--- src/rtl/seq_multiplier.sv ---
// seq_multiplier: 24x24 -> 48-bit radix-2 shift-add multiplier.
// One step per clock. Start is captured at E0, the steps run on E1..E24,
// Product is loaded on E25, and Done/MulRegWrite pulse for the cycle after that.
// Build option: define SIGNED_MUL_EN to let the signed_mode input choose
// two's-complement operands. When it is undefined every multiply is unsigned
// and no sign-correction logic is built.
//
// state | meaning
// IDLE  | waiting for start; busy low
// RUN   | 24 shift-add steps, then the product load
// DONE  | done/mul_reg_write pulse for one cycle; start is ignored here
module seq_multiplier (
   input  logic        clock,
   input  logic        reset_n,
   input  logic        start,
   input  logic        signed_mode,
   input  logic [23:0] operand_a,
   input  logic [23:0] operand_b,
   output logic        busy,
   output logic        done,
   output logic [47:0] product,
   output logic        mul_reg_write
);

   typedef enum logic [1:0] {IDLE, RUN, DONE} state_t;

   localparam logic [4:0] LAST_STEP = 5'd24;

   state_t      state;
   state_t      state_nxt;
   logic [4:0]  count;
   logic [47:0] acc;
   logic [47:0] mcand;
   logic [23:0] mplier;
   logic [23:0] a_mag;
   logic [23:0] b_mag;
   logic [47:0] product_load;

`ifdef SIGNED_MUL_EN
   logic a_neg;
   logic b_neg;
   logic neg;

   // Form the operand magnitudes. 24'h800000 negates to itself, which read as
   // an unsigned value is exactly 2^23.
   assign a_neg        = signed_mode & operand_a[23];
   assign b_neg        = signed_mode & operand_b[23];
   assign a_mag        = a_neg ? (24'd0 - operand_a) : operand_a;
   assign b_mag        = b_neg ? (24'd0 - operand_b) : operand_b;
   assign product_load = neg ? (48'd0 - acc) : acc;

   // Record whether the result must be negated, taken at the moment of capture.
   always_ff @(posedge clock) begin
      if (!reset_n)
         neg <= 1'b0;
      else if (state == IDLE && start)
         neg <= a_neg ^ b_neg;
   end
`else
   logic unused_signed_mode;

   assign unused_signed_mode = signed_mode;
   assign a_mag              = operand_a;
   assign b_mag              = operand_b;
   assign product_load       = acc;
`endif

   // State register.
   always_ff @(posedge clock) begin
      if (!reset_n)
         state <= IDLE;
      else
         state <= state_nxt;
   end

   // Next-state logic and handshake outputs.
   always_comb begin
      state_nxt = state;
      busy      = 1'b1;
      done      = 1'b0;
      case (state)
         IDLE: begin
            busy = 1'b0;
            if (start)
               state_nxt = RUN;
         end
         RUN: begin
            if (count == LAST_STEP)
               state_nxt = DONE;
         end
         DONE: begin
            done      = 1'b1;
            state_nxt = IDLE;
         end
         default: state_nxt = IDLE;
      endcase
   end

   assign mul_reg_write = done;

   // Datapath: capture the operands, run the shift-add steps, load the product.
   always_ff @(posedge clock) begin
      if (!reset_n) begin
         count   <= 5'd0;
         acc     <= 48'd0;
         mcand   <= 48'd0;
         mplier  <= 24'd0;
         product <= 48'd0;
      end else begin
         case (state)
            IDLE: begin
               if (start) begin
                  mcand  <= {24'd0, a_mag};
                  mplier <= b_mag;
                  acc    <= 48'd0;
                  count  <= 5'd0;
               end
            end
            RUN: begin
               if (count == LAST_STEP) begin
                  product <= product_load;
               end else begin
                  if (mplier[0])
                     acc <= acc + mcand;
                  mcand  <= mcand << 1;
                  mplier <= mplier >> 1;
                  count  <= count + 5'd1;
               end
            end
            default: ;
         endcase
      end
   end

endmodule

--- config.mk ---
export PLATFORM = sky130hd
export DESIGN_NAME = seq_multiplier
export DESIGN_NICKNAME = d
export VERILOG_FILES = /design/src/rtl/seq_multiplier.sv
export SDC_FILE = /design/constraint.sdc
export NUM_CORES = 1
export LEC_CHECK = 0
export ABC_AREA = 1
export CORE_MARGIN = 4
export CORE_UTILIZATION = 58
export CTS_CLUSTER_SIZE = 30
export DETAILED_ROUTE_END_ITERATION = 8
export GPL_ROUTABILITY_DRIVEN = 1
export PLACE_DENSITY_LB_ADDON = 0.25
export SLEW_MARGIN = 20
export SYNTH_ARGS = -nofsm -noshare
export SYNTH_HDL_FRONTEND = slang
export SYNTH_SLANG_ARGS = --single-unit
export TNS_END_PERCENT = 1
--- constraint.sdc ---
create_clock -name clock -period 3.1 [get_ports clock]
set_clock_uncertainty 0.2 [all_clocks]
set_input_delay 0.62 -clock clock [delete_from_list [all_inputs] [get_ports clock]]
set_output_delay 0.62 -clock clock [all_outputs]
set_load 0.02 [all_outputs]
# == After elaboration in Yosys (flattened, before gate mapping) ==
# Cells that the tools add are included.
# totals
latch_bits,0
inputBits,52
rom_bits,0
word_cells,39
n_memories,0
ram_bits,0
register_bits,175
out_inout_bits,51
# classes
n_eq_ne,7
n_div,0
bitwise,0
mux,18
add_sub_neg,2
n_reduce_logical,6
shifts,0
n_mul,0
order_cmp,0
# ops
operator,count
2-to-1 mux 48 bit,5
one-hot mux 48 bit (2 select lines),2
adder 48 bit,1
2-to-1 mux 24 bit,2
one-hot mux 24 bit (2 select lines),1
2-to-1 mux 5 bit,2
one-hot mux 5 bit (2 select lines),1
"inequality test 2 bit, second input constant",4
"adder 5 x 1 -> 5 bit, second input constant",1
"== test 5 bit, second input constant",1
2-to-1 mux 2 bit,2
one-hot mux 2 bit (2 select lines),1
AND reduction 2 bit,2
AND reduction 4 bit,1
AND reduction 3 bit,1
"== test 2 x 1 -> 1 bit, second input constant",1
"== test 2 bit, second input constant",1
logical NOT 2 bit,1
2-to-1 mux 1 bit,2
nonzero test 2 bit,1

# == Longest topological paths before layout ==
# depth
ltp_word,4
ltp_mapped,14
depth_no_buf,14

# == Worst setup path after synthesis ==
# No wires, ideal clock.
# synth_path
path_type,register -> register
start,reg acc[0]
end,reg acc[24]
setup_time_ns,0.132
required_time_ns,2.768
path_buffers,0
stages_incl_launch_ff,12
arrival_time_ns,1.863
slack_ns,0.904
period_less_slack_ns,2.196
cell_sequence,dfxtp_1 > ha_1 > fa_1 > nand3_1 > nand3_1 > nand2_1 > nand2_1 > nand2_1 > nand3_1 > or2_2 > nand3_1 > a21oi_1
# synth_between
elab_chain_len,4
# synth_lines
item,line,text
start: declaration,32,logic [47:0] acc;
start signal: assignment,124,acc <= acc + mcand;
adder 48 bit,124,
2-to-1 mux 48 bit,123,if (mplier[0])
2-to-1 mux 48 bit,120,if (count == LAST_STEP) begin
one-hot mux 48 bit (2 select lines),110,case (state)
# No other way between the ends. The select of a mux whose other input is x is not followed.
# A chain may end at the register's enable or synchronous reset.

# == Final worst setup path ==
# layout_path
start,reg acc[0]
end,reg acc[40]
# The elaborated chain is that of the path after synthesis.

==> impl_metrics.ini <==
[outcome]
status = finished clean

[die]
die-area_um2 = 20370
initial_core_util_pct = 58.81
die_width_um = 142.7
ioPinCount = 103
core_region_area_um2 = 17900
fp.dieH_um = 142.7
row_count = 49

[place]
post_dp_cell_area_um2 = 11660
placed_cells = 2005
dp_hpwl_um = 22680
gp_congestion = 0.9787
portBuffers = 101
dp_slack_ns = 0.3438

[global_route]
track_usage_pct = 29.90
antenna_found_initial = 0
grt_max_degree = 81
grt_pass1_vias = 10090
grt_pass1_wl_um = 49200
grt_overflow = 0

[power]
p_per_area_nw_per_um2 = 419.0
peakVddDrop_mv = 0.4014
power.leakage_nw = 5.977

[critical_path]
r2r_start = acc[0]
worstPathMaxFanout = 4
path_class = reg2reg
rrSetupSlack_ns = 0.46
arrival_ns = 2.82
cp-startpoint = acc[0]
worstSetupStartpointType = flip-flop
end_kind = flip-flop
worstPathRequired_ns = 3.28

[clock_tree]
cts_buffers = 17
clk_pin_slew_ns = 0.08
hold_buffers = 0
clk_latency_ns = 0.45
cts_setup_buffers = 0
cts_resized = 0
cts.htree.levels = 4
numClockSinks = 175
tritoncts = done
cts.path.max_buffers = 2
clock_tree.root_cell = clkbuf_16

[hold_path]
hold_path.class = reg2reg
min_from = mplier[21]

[sta]
setup-tns-final_ns = 0
fmax_mhz = 378.2
drv_slew = 0
min_period_ns = 2.644
whs_ns = 0.2838
fin_ws_ns = 0.4557
worstMarginPinSlew_ns = 1.045
hold_viol = 0
relSlewSlack_pct = 30.27
period_share_pct = 85.30
rsz0062_at_grt = false
setup_violations = 0

[finish]
stdcell_count = 2037
layout_commonest_cell = nand2_1
seq_area_um2 = 3503
drive_above_1_share_pct = 3.982
nFillCells = 1643
antenna_cells = 0
nets = 1897
multiInputGateArea_um2 = 5859
final_area_um2 = 12270
layout_common_cells = nand2_1, inv_1, nor2_1
syn_to_final_growth_pct = 16.56

[detailed_routing]
routedWlPerCell_um = 14.86
drtPass1Iterations = 5
ant_nets = 0
drt_iter0_drc = 646
viasPerCell = 5.314
drc = 0
routed_wl_um = 30280
via_count = 10820

[job]
drv_cap = 0

[yosys]
synthCells = 1729
netlist_area_um2 = 10530
ys_warn_count = 0
synth_seq_cells = 175
synth_area_per_cell_um2 = 6.089
synth_cell_type_count = 32
ys_seq_area_share_pct = 33.28
synth_nets = 1831
==> logic make-up (layout without fill, tap and decap cells) <==
kind of cell / Yosys count / after routing / share of synthesized area [%]
and+or+nand+nor: 938 / 938 / 35.85
buffers and inverters: 300 / 379 / 11.23
AOI/OAI and AO/OA: 261 / 261 / 13.22
DFF: 175 / 175 / 33.28
adders and majority gates: 50 / 50 / 6.014
xor gates and xnor gates: 5 / 5 / 0.4160
==> state kept, by name, indices dropped and copies added (netlist names) <==
| name | cells |
|---|---|
| acc | 48 |
| mcand | 48 |
| product | 48 |
| mplier | 24 |
| count | 5 |
| state | 2 |
==> metal layers <==
metal | wire length (um) | GRT usage (%)
met5 | 0 | 0
met4 | 828 | 10.91
met3 | 1591 | 4.823
met2 | 14010 | 50.05
met1 | 13850 | 39.00
==> final cells by class <==
type / instances / share of cell area (%)
multi-input cells: 1254 / 47.75
clock inverters: 15 / 1.540
inverters: 232 / 7.097
well taps: 229 / 2.335
repair buffers: 115 / 9.259
clock buffers: 17 / 3.467
flip-flops and latches: 175 / 28.55
==> synth_stat cells <==
master	n	share of area, %
nand2_1	588	21
inv_1	229	8.2
nor2_1	193	6.9
dfxtp_1	175	33
nand3_1	110	5.2
a21oi_1	104	4.9
o21ai_0	93	4.4
ha_1	49	5.8
a31oi_1	46	2.7
clkbuf_1	41	1.5
or2_2	18	1.1
buf_2	17	0.81
nand4_1	13	0.77
o21ai_1	7	0.33
a21o_1	6	0.43
nor3_1	5	0.24
xor2_1	5	0.42
buf_1	3	0.11
buf_4	3	0.21
buf_6	3	0.32
nand3b_1	3	0.21
nor4_1	3	0.18
o21bai_1	3	0.21
a211oi_1	2	0.14
inv_2	2	0.071
nand2_2	2	0.12
and2_1	1	0.059
and3_1	1	0.059
clkbuf_2	1	0.047
clkinv_1	1	0.036
fa_1	1	0.19
nor2_2	1	0.059
==> report_power, final <==
group          internal (mW)  switching, mW
clock network           1.10           1.10
logic                  0.206          0.355
registers               2.33         0.0573
total                   3.63           1.51
==> path summary, 6_finish.rpt <==
kind | endpoint | depth (start not counted)
worst max-delay path | acc[40] | 13
worst min-delay path | mplier[20] | 2
worst max register to register | acc[40] | 13
worst min register to register | mplier[20] | 2
==> worst max-delay path: stages, from the launching register on <==
cell	delay, ns
dfxtp_1	0.33
ha_1	0.25
fa_1	0.47
nand3_1	0.12
nand3_1	0.18
nand2_1	0.11
nand2_1	0.15
nand2_1	0.10
nand3_1	0.16
nand2_1	0.18
nand2_1	0.07
nand2_1	0.06
nand3_1	0.08
a21oi_1	0.13
==> per-stage QoR <==
step | total power [mW] | utilization [%]
6_report | 5.141 | 68.54
5_1_grt | 5.327 | 68.54
4_1_cts | 5.158 | 68.54
3_5_place_dp | 2.982 | 65.11
3_3_place_gp | 2.962 | 65.11
2_1_floorplan | 2.804 | -
(Power assumes the default switching activity.)
